$ cat src/rtl/jpeg_dma_pkg.sv
// Shared types and constants for the JPEG block-fetch DMA: FSM states, register map and
// control bit positions.
package jpeg_dma_pkg;

  typedef enum logic [2:0] {
    StIdle    = 3'd0,
    StFetch   = 3'd1,
    StRelease = 3'd2,
    StWaitBuf = 3'd3,
    StWaitSw  = 3'd4,
    StDrain   = 3'd5
  } dma_state_e;

  localparam logic [2:0] RegSrcAddr = 3'd0;
  localparam logic [2:0] RegPitch   = 3'd1;
  localparam logic [2:0] RegEndX    = 3'd2;
  localparam logic [2:0] RegEndY    = 3'd3;
  localparam logic [2:0] RegCtrl    = 3'd4;
  localparam logic [2:0] RegCurAddr = 3'd5;
  localparam logic [2:0] RegBlkCnt  = 3'd6;

  localparam int unsigned CtrlStart = 0;
  localparam int unsigned CtrlNext  = 1;
  localparam int unsigned CtrlAuto  = 2;
  localparam int unsigned CtrlAbort = 3;

  // Counter width that stays legal when the count range collapses to a single value.
  function automatic int unsigned cnt_width(input int unsigned n);
    return (n > 1) ? $clog2(n) : 1;
  endfunction

endpackage

$ cat src/rtl/jpeg_dma_agen.sv
// Fetch address generator: maps block/row/column position onto the source frame and flags
// line, block and frame boundaries.
module jpeg_dma_agen
  import jpeg_dma_pkg::*;
#(
  parameter int unsigned BLK_W = 8,
  parameter int unsigned BLK_H = 8,
  localparam int unsigned ColW = cnt_width(BLK_W / 4),
  localparam int unsigned RowW = cnt_width(BLK_H)
) (
  input  logic [31:0]     srcaddr,
  input  logic [11:0]     pitch,
  input  logic [7:0]      bx,
  input  logic [7:0]      by,
  input  logic [7:0]      endblock_x,
  input  logic [7:0]      endblock_y,
  input  logic [RowW-1:0] row,
  input  logic [ColW-1:0] col,
  output logic [31:0]     address,
  output logic            endline,
  output logic            endblock,
  output logic            endframe
);

  logic [31:0] line;

  assign line     = 32'(by) * BLK_H + 32'(row);
  assign address  = srcaddr + line * 32'(pitch) + 32'(bx) * BLK_W + (32'(col) << 2);
  assign endline  = (32'(col) == BLK_W / 4 - 1);
  assign endblock = endline && (32'(row) == BLK_H - 1);
  assign endframe = endblock && (bx == endblock_x) && (by == endblock_y);

endmodule

$ cat src/rtl/jpeg_dma_pp.sv
// Block-fetch DMA: reads BLK_W x BLK_H pixel blocks over a Wishbone master into an
// NBUF-deep block BRAM and hands filled buffers to the DCT.
module jpeg_dma_pp
  import jpeg_dma_pkg::*;
#(
  parameter int unsigned BLK_W = 8,
  parameter int unsigned BLK_H = 8,
  parameter int unsigned NBUF  = 2,
  localparam int unsigned BufW  = $clog2(NBUF),
  localparam int unsigned WordW = $clog2(BLK_W * BLK_H / 4)
) (
  input  logic                  clk_i,
  input  logic                  rst_ni,
  input  logic [31:0]           wb_adr_i,
  input  logic [31:0]           wb_dat_i,
  input  logic                  wb_we_i,
  input  logic                  dmaen_i,
  output logic [31:0]           wb_dat_o,
  output logic [31:0]           wbm_adr_o,
  output logic [31:0]           wbm_dat_o,
  output logic [3:0]            wbm_sel_o,
  output logic                  wbm_we_o,
  output logic                  wbm_stb_o,
  output logic                  wbm_cyc_o,
  input  logic [31:0]           wbm_dat_i,
  input  logic                  wbm_ack_i,
  input  logic                  wbm_err_i,
  output logic [31:0]           bram_dat_o,
  output logic [BufW+WordW-1:0] bram_adr_o,
  output logic                  bram_we_o,
  output logic                  start_dct_o,
  output logic [BufW-1:0]       dct_buf_o,
  input  logic                  dct_busy_i,
  input  logic                  dct_done_i
);

  localparam int unsigned ColW = cnt_width(BLK_W / 4);
  localparam int unsigned RowW = cnt_width(BLK_H);

  dma_state_e state_q, state_d;
  logic [31:0]     srcaddr_q;
  logic [11:0]     pitch_q;
  logic [7:0]      endx_q, endy_q, bx_q, by_q;
  logic [RowW-1:0] row_q;
  logic [ColW-1:0] col_q;
  logic            auto_q, err_q, started_q;
  logic [NBUF-1:0] full_q, full_d;
  logic [BufW-1:0] wr_q, rd_q;
  logic [15:0]     blkcnt_q;

  logic [2:0]      reg_sel;
  logic            reg_wr, ctrl_wr, do_start, do_next, do_abort, start_go;
  logic            fetching, beat, error_hit, release_buf;
  logic [31:0]     address;
  logic            endline, endblock, endframe;
  logic [WordW-1:0] word;
  logic [NBUF+3:0] status;
  logic            unused_adr;

  assign reg_sel    = wb_adr_i[4:2];
  assign unused_adr = ^{wb_adr_i[31:5], wb_adr_i[1:0]};
  assign reg_wr     = dmaen_i && wb_we_i;
  assign ctrl_wr    = reg_wr && (reg_sel == RegCtrl);
  assign do_start   = ctrl_wr && wb_dat_i[CtrlStart];
  assign do_next    = ctrl_wr && wb_dat_i[CtrlNext];
  assign do_abort   = ctrl_wr && wb_dat_i[CtrlAbort];
  assign start_go   = (state_q == StIdle) && do_start && !do_abort;

  // Abort releases the bus in the very cycle it is written, not one cycle later.
  assign fetching  = (state_q == StFetch) && !do_abort;
  assign beat      = fetching && wbm_ack_i && !wbm_err_i;
  assign error_hit = fetching && wbm_err_i;

  assign wbm_adr_o = address;
  assign wbm_dat_o = '0;
  assign wbm_sel_o = 4'b1111;
  assign wbm_we_o  = 1'b0;
  assign wbm_stb_o = fetching;
  assign wbm_cyc_o = fetching;

  assign word       = WordW'(32'(row_q) * (BLK_W / 4) + 32'(col_q));
  assign bram_dat_o = wbm_dat_i;
  assign bram_adr_o = {wr_q, word};
  assign bram_we_o  = beat;

  assign start_dct_o = full_q[rd_q] && !dct_busy_i && !started_q;
  assign dct_buf_o   = rd_q;
  assign release_buf = dct_done_i && full_q[rd_q];

  assign status = {full_q, err_q, auto_q, state_q == StWaitSw, state_q != StIdle};

  jpeg_dma_agen #(
    .BLK_W (BLK_W),
    .BLK_H (BLK_H)
  ) u_agen (
    .srcaddr    (srcaddr_q),
    .pitch      (pitch_q),
    .bx         (bx_q),
    .by         (by_q),
    .endblock_x (endx_q),
    .endblock_y (endy_q),
    .row        (row_q),
    .col        (col_q),
    .address    (address),
    .endline    (endline),
    .endblock   (endblock),
    .endframe   (endframe)
  );

  always_comb begin
    state_d = state_q;
    case (state_q)
      StIdle:    if (do_start) state_d = StFetch;
      StFetch: begin
        if (error_hit) begin
          state_d = StIdle;
        end else if (beat) begin
          if (endframe)      state_d = StDrain;
          else if (endblock) state_d = auto_q ? StWaitBuf : StWaitSw;
          else if (endline)  state_d = StRelease;
        end
      end
      StRelease: state_d = StFetch;
      StWaitSw:  if (do_next) state_d = StWaitBuf;
      StWaitBuf: if (!full_q[wr_q]) state_d = StFetch;
      StDrain:   if (full_q == '0) state_d = StIdle;
      default:   state_d = StIdle;
    endcase
    if (do_abort) state_d = StIdle;
  end

  // Set (fetch side) and clear (DCT side) always target different buffers.
  always_comb begin
    full_d = full_q;
    if (beat && endblock) full_d[wr_q] = 1'b1;
    if (release_buf)      full_d[rd_q] = 1'b0;
    if (do_abort || start_go) full_d = '0;
  end

  always_comb begin
    wb_dat_o = '0;
    case (reg_sel)
      RegSrcAddr: wb_dat_o = srcaddr_q;
      RegPitch:   wb_dat_o = 32'(pitch_q);
      RegEndX:    wb_dat_o = 32'(endx_q);
      RegEndY:    wb_dat_o = 32'(endy_q);
      RegCtrl:    wb_dat_o = 32'(status);
      RegCurAddr: wb_dat_o = address;
      RegBlkCnt:  wb_dat_o = 32'(blkcnt_q);
      default:    wb_dat_o = '0;
    endcase
  end

  always_ff @(posedge clk_i or negedge rst_ni) begin
    if (!rst_ni) begin
      state_q   <= StIdle;
      srcaddr_q <= '0;
      pitch_q   <= '0;
      endx_q    <= '0;
      endy_q    <= '0;
      auto_q    <= 1'b0;
      err_q     <= 1'b0;
      started_q <= 1'b0;
      full_q    <= '0;
      wr_q      <= '0;
      rd_q      <= '0;
      blkcnt_q  <= '0;
      bx_q      <= '0;
      by_q      <= '0;
      row_q     <= '0;
      col_q     <= '0;
    end else begin
      state_q <= state_d;
      full_q  <= full_d;
      if (reg_wr) begin
        case (reg_sel)
          RegSrcAddr: srcaddr_q <= wb_dat_i;
          RegPitch:   pitch_q   <= wb_dat_i[11:0];
          RegEndX:    endx_q    <= wb_dat_i[7:0];
          RegEndY:    endy_q    <= wb_dat_i[7:0];
          RegCtrl:    auto_q    <= wb_dat_i[CtrlAuto];
          default: ;
        endcase
      end
      if (start_go) begin
        bx_q      <= '0;
        by_q      <= '0;
        row_q     <= '0;
        col_q     <= '0;
        wr_q      <= '0;
        rd_q      <= '0;
        err_q     <= 1'b0;
        started_q <= 1'b0;
        blkcnt_q  <= '0;
      end else begin
        if (error_hit) err_q <= 1'b1;
        if (beat) begin
          if (endblock) begin
            col_q    <= '0;
            row_q    <= '0;
            wr_q     <= wr_q + BufW'(1);
            blkcnt_q <= blkcnt_q + 16'd1;
            if (bx_q == endx_q) begin
              bx_q <= '0;
              by_q <= by_q + 8'd1;
            end else begin
              bx_q <= bx_q + 8'd1;
            end
          end else if (endline) begin
            col_q <= '0;
            row_q <= row_q + RowW'(1);
          end else begin
            col_q <= col_q + ColW'(1);
          end
        end
        if (start_dct_o) started_q <= 1'b1;
        if (release_buf) begin
          rd_q      <= rd_q + BufW'(1);
          started_q <= 1'b0;
        end
        if (do_abort) started_q <= 1'b0;
      end
    end
  end

endmodule

$ cat config.mk
export PLATFORM = sky130hd
export DESIGN_NAME = jpeg_dma_pp
export DESIGN_NICKNAME = d
export VERILOG_FILES = /design/src/rtl/jpeg_dma_pkg.sv /design/src/rtl/jpeg_dma_agen.sv /design/src/rtl/jpeg_dma_pp.sv
export SDC_FILE = /design/constraint.sdc
export NUM_CORES = 1
export LEC_CHECK = 0
export BUFFER_PORTS_ARGS = -buffer_cell sky130_fd_sc_hd__buf_2
export CORE_ASPECT_RATIO = 0.8
export CORE_UTILIZATION = 58
export CTS_BUF_LIST = sky130_fd_sc_hd__clkbuf_8
export DETAILED_ROUTE_END_ITERATION = 8
export HOLD_SLACK_MARGIN = 0.06
export PLACE_DENSITY = 0.84
export SYNTH_ARGS = -nofsm -noshare
export SYNTH_HDL_FRONTEND = slang
export SYNTH_SLANG_ARGS = --single-unit
$ cat constraint.sdc
create_clock -name clk_i -period 8.5 [get_ports clk_i]
set_input_delay 0 -clock clk_i [delete_from_list [all_inputs] [get_ports clk_i]]
set_output_delay 0 -clock clk_i [all_outputs]
set_load 0.1 [all_outputs]
# After elaboration in Yosys (flattened, before gate mapping)

Cells that the tools add are included.

Input port bits: 104
Bits in registers: 106
Word-level logic and storage cells: 155

Equal/unequal tests: 20
Muxes and demuxes: 54
Reductions and logical operators: 45
Bitwise logic cells: 3
Order comparisons: 4
Add/sub/neg operators: 12
$mul: 1

Operators by type and width:

| cell                    | count |
|---|---|
| $pmux W32 S7            | 1 |
| $mux W8                 | 8 |
| $mux W16                | 3 |
| $mux W3                 | 15 |
| $add A32 B11 Y32        | 1 |
| $add A32 B3 Y32         | 1 |
| $add A32 B32 Y32        | 1 |
| $mul A32 B12 Y32        | 1 |
| $mux W1                 | 21 |
| $logic_and A1 B1 Y1     | 20 |
| $eq A3 B3 Y1 const B    | 6 |
| $pmux W3 S6             | 1 |
| $add A16 B1 Y16 const B | 1 |
| $add A8 B1 Y8 const B   | 2 |
| $eq A8 B8 Y1            | 2 |
| $reduce_and A2 Y1       | 7 |
| $add A11 B3 Y12         | 1 |
| $eq A3 B2 Y1 const B    | 4 |
| $ne A3 B3 Y1 const B    | 4 |
| $reduce_bool A2 Y1      | 5 |
| $eq A3 B1 Y1 const B    | 2 |
| $logic_not A3 Y1        | 2 |
| $mux W2                 | 3 |
| $ne A6 B6 Y1 const B    | 1 |
| 17 further kinds        | 26 |

# Longest topological paths before layout

Word-level depth: 12
Mapped depth: 23
Depth with buffers taken out: 21

# Hierarchy

A second synthesis with hierarchy kept.

Cells, all modules: 1,322
Area total of the unflattened synthesis: 12,368.1 sq um

Modules (own cells, without submodules):

| module        | times used | sequential area each (sq um) | cells each | area each (sq um) |
|---|---|---|---|---|
| jpeg_dma_pp   | 1          | 2,652.5                      | 621        | 6,311.1 |
| jpeg_dma_agen | 1          | 0.0                          | 701        | 6,057.1 |

# Worst setup path after synthesis

Ideal clock, no wire load.

Kind: reg-to-output
Start: register row_q[1]
End: output wb_dat_o[14]
Required time: 8.500 ns
Arrival: 9.393 ns
Slack: -0.893 ns
Stages on the path, launching flop included: 20
Cells stage by stage: dfrtp_1 > clkbuf_1 > nand2_1 > fa_1 > fa_1 > fa_1 > inv_1 > fa_1 > fa_1 > inv_1 > fa_1 > inv_1 > ha_1 > nand4_1 > o21ai_0 > nor2_1 > and2_1 > xnor2_1 > a22oi_1 > o21ai_0

Cells in the longest elaborated chain, start to end: 6

Ends and longest elaborated chain:

| element                | line                | RTL |
|---|---|---|
| from (decl)            | jpeg_dma_pp.sv:44   | `logic [RowW-1:0] row_q;` |
| from (signal assigned) | jpeg_dma_pp.sv:211  | `row_q <= row_q + RowW'(1);` |
| $add A11 B3 Y12        | jpeg_dma_agen.sv:27 | `assign line = 32'(by) * BLK_H + 32'(row);` |
| $mul A32 B12 Y32       | jpeg_dma_agen.sv:28 | `assign address = srcaddr + line * 32'(pitch) + 32'(bx) * BLK_W + (32'(col) << 2);` |
| $add A32 B32 Y32       | jpeg_dma_agen.sv:28 |  |
| $add A32 B11 Y32       | jpeg_dma_agen.sv:28 |  |
| $add A32 B3 Y32        | jpeg_dma_agen.sv:28 |  |
| via wbm_adr_o[14]      | jpeg_dma_pp.sv:19   | `output logic [31:0] wbm_adr_o,` |
| $pmux W32 S7           | jpeg_dma_pp.sv:142  | `case (reg_sel)` |
| to (decl)              | jpeg_dma_pp.sv:18   | `output logic [31:0] wb_dat_o,` |

The timed path passes the listed nets, and every way through them passes these cells.

# Worst setup path after layout

Start: register by_q[2]
End: output wb_dat_o[29]

Cells in the longest elaborated chain, start to end: 6

Ends and longest elaborated chain:

| element                | line                | RTL |
|---|---|---|
| from (decl)            | jpeg_dma_pp.sv:43   | `logic [7:0] endx_q, endy_q, bx_q, by_q;` |
| from (signal assigned) | jpeg_dma_pp.sv:205  | `by_q <= by_q + 8'd1;` |
| $add A11 B3 Y12        | jpeg_dma_agen.sv:27 |  |
| $mul A32 B12 Y32       | jpeg_dma_agen.sv:28 |  |
| $add A32 B32 Y32       | jpeg_dma_agen.sv:28 |  |
| $add A32 B11 Y32       | jpeg_dma_agen.sv:28 |  |
| $add A32 B3 Y32        | jpeg_dma_agen.sv:28 |  |
| $pmux W32 S7           | jpeg_dma_pp.sv:142  |  |

Every way passes these cells.

==> impl_metrics.csv <==
group,metric,value,unit
logic_synthesis,synth_compound_gate_area_share,10.2,%
finish,seq_area,2650,sq um
cts,cts_resized,0,
power,cell_internal_pwr,1.46,mW
logic_synthesis,synth_simple_gate_area_share,16.1,%
critical_path,worstPathRequired,8500,ps
logic_synthesis,post_synth_xor_area_fraction,4.58,%
finish,nFillCells,1599,
cts,tritoncts_num_sinks,106,
timing,totalNegativeSetupSlack,0,ps
finish,areaGrowthSynthToFinish,10.3,%
cts,tritoncts.num_buffers,9,
timing,rsz_0062_raised_after_global_routing,"no",
critical_path,crit_fanout,17,
power,pwr-share-comb,76.7,%
power,net-switching-power,3.25,mW
drt,first_pass_iters,6,
logic_synthesis,syn-cell-area,12100,sq um
critical_path,timing.critical_path.to_type,"output port",
cts,ctsHoldBuffers,70,
drt,wire_per_inst,18.6,um
hold_path,worst_hold_class,"input pin to async pin",
global_route,grt_antenna_before_repair,0,
logic_synthesis,ys.flop_type,"dfrtp_1",
finish,n_antenna_cell,0,
power,max-vdd-ir-drop,0.00129,V
critical_path,worstPathArrival,7470,ps
global_route,grt.total_usage,30.9,%
finish,leading_cell_type_in_the_layout_fill_and_taps_excluded,"inv_1",
critical_path,start_kind,"flip-flop",
outcome,run_status,"complete, no violations",
floorplanning,dieWidth,163,um
timing,relSlewSlack,22.5,%
floorplanning,core-area,20100,sq um
power,p_clk_share,7.1,%
finish,multiInputGateArea,8120,sq um
placement,placement.io_buffers,116,
logic_synthesis,async_flop_share,100,%
floorplanning,io_pins,247,
timing,fin_skew,11.7,ps
cts,cts.htree.levels,3,
global_route,busiest_layer_in_global_routing,"met2",
global_route,grtUsageMet1,42.0,%
logic_synthesis,synth.distinct_cells,71,
finish,drive_above_1_share,14.6,%
global_route,grt_start_max_net_pins,83,
logic_synthesis,synthCells,1323,
power,switching_share,68.9,%
logic_synthesis,seq_area_frac_synth,22.0,%
drt,detailedRoute.firstIterationViolations,967,
logic_synthesis,ys_seq_elements,106,
drt,vias_per_cell,5.83,
logic_synthesis,ys.warnings.count,0,
finish,layout.cells.most_common_list,"inv_1, nand2_1, fa_1, buf_2, dfrtp_1",
timing,finalHoldViolCount,0,
power,static_leakage_power,6.62,nW
global_route,vias_in_the_first_global_route,9832,
timing,finalSetupViolations,0,
cts,clock_insertion_delay_worst_skew,390,ps
global_route,grt_overflow,0,
cts,tritoncts,"done",
timing,min_period,7470,ps
global_route,grt.met2_usage,47.0,%
global_route,first_pass_grt_wire_length,50700,um
cts,clk_root_buffer_cell,"clkbuf_8",
power,power_density,355,nW/um^2
timing,worst-slew-pin-transition,1150,ps
drt,drc,0,
logic_synthesis,syn_avg_cell_area,9.11,sq um
timing,post-route-period-util,87.9,%
drt,route.vias.total,9902,
job,cap_violations,0,
floorplanning,rows,46,
finish,num-nets-final,1743,
power,total_power,4.71,mW
logic_synthesis,synth-adder-area-share,29.1,%
drt,ant_nets,0,
cts,clk_path_buf_depth,2,
floorplanning,chip_height,131,um
logic_synthesis,combinational_family_with_the_most_area_after_synthesis,"adder cells",
timing,fmax,134,MHz
timing,drv_slew,0,
placement,hpwlAfterDp,24100,um
floorplanning,die_area,21400,sq um
power,share_seq_of_total_power,16.1,%
placement,routabilityCongestion,0.943,
logic_synthesis,synth.mux.area_fraction,6.22,%
floorplanning,initial_core_util,60.0,%
cts,post_cts.repair.setup_buffers,0,
critical_path,worst_setup_path_category,"flip-flop to output port",
global_route,met3_usage,9.69,%
logic_synthesis,synth_edf_count,0,
cts,clk_pin_slew_worst_paths,110,ps
drt,drt-total-wl,31600,um
==> cells by family after synthesis <==
| group | count (synthesis) |
|---|---|
| and+or+nand+nor | 389 |
| buffers and inverters | 303 |
| adders and majority gates | 208 |
| AOI/OAI and AO/OA | 186 |
| DFF | 106 |
| muxes | 66 |
| xor gates and xnor gates | 63 |
| other | 2 |
==> layer usage <==
layer	up-vias	share of wire, %
met4	0	2.8
met1	4838	41
li1	4442	-
met5	-	0
met2	546	44
met3	76	12
==> Yosys cell counts, types with 5 or more instances <==
library cell  instances  share of area (%)
ha_1                 88                9.1
dfrtp_1             106                 22
o21ai_0              55                2.3
a22oi_1               9               0.56
nor2_1               69                2.1
a22o_1               11               0.80
inv_1               172                5.4
or3_1                12               0.62
mux2i_1              13                1.1
and2_1               85                4.4
a221oi_1              7               0.51
nor2b_1               5               0.26
xor2_1               25                1.8
nand4_1              17               0.88
o211ai_1              7               0.44
xnor2_1              38                2.8
nor3_1               17               0.71
nand3_1              24                1.0
buf_4                72                4.5
nand2_1             130                4.0
fa_1                120                 20
mux2_2               51                4.8
clkbuf_1             53                1.7
a21oi_1              52                2.2
a21o_1                6               0.37
==> through the flow <==
stage / instances / util (%) / setup slack [ps] / hold slack [ps] / area [sq um]
CTS: 1699 / 66.2 / 1140 / 79.9 / 13300
global route: 1699 / 66.2 / 745 / 103 / 13300
finish: 1699 / 66.2 / 1030 / 92.6 / 13300
floorplan: 1358 / - / -149 / -296 / 12200
detailed placement: 1614 / 61.6 / 1610 / -75.9 / 12400
global placement: 1614 / 61.6 / 1700 / -75.9 / 12400
==> sequential cells by signal, indices dropped and copies added (netlist names), 2 cells and up <==
name / cells
srcaddr_q: 32
blkcnt_q: 16
pitch_q: 12
bx_q: 8
by_q: 8
endx_q: 8
endy_q: 8
row_q: 3
state_q: 3
full_q: 2
==> path summary, 6_finish.rpt <==
kind	from	end	slack, ps	depth (start not counted)
min in group clk_i	wb_we_i	col_q	310	5
worst max register to register	state_q[2]	by_q[6]	5610	7
worst min-delay path	rst_ni	wr_q	90	3
max in group asynchronous	rst_ni	pitch_q[1]	7350	3
worst max-delay path	by_q[2]	wb_dat_o[29]	1030	20
worst min register to register	err_q	err_q	530	2
==> worst max-delay path, cell delays in order, from the launching register on <==
cell,delay (ps)
dfrtp_1,640
and2_1,280
fa_1,530
inv_1,50
fa_1,490
inv_1,50
fa_1,490
inv_1,50
fa_1,470
inv_1,60
fa_1,560
fa_1,420
ha_1,370
a21oi_1,160
o221ai_1,370
a21o_1,320
a41o_1,280
a21oi_1,580
a31o_2,250
a311o_1,200
buf_2,440
==> cell type report <==
cell class                      count  area share [%]
Clock buffer                        9           0.932
Clock inverter                      6           0.546
Inverter                          173            4.89
Multi-Input combinational cell    949            61.1
Sequential cell                   106            20.0
Tap cell                          264            2.49
Timing Repair Buffer              192            10.1
==> power groups by stage <==
stage,Combinational (mW),Clock [mW],Sequential [mW]
final,3.62,0.336,0.761
after global routing,3.82,0.353,0.774
after CTS,3.58,0.337,0.753
after detailed placement,3.48,0,0.763
after global placement,3.43,0,0.757
after floorplan,2.94,0,0.694
Note: power is estimated with default switching activity, not from simulation.
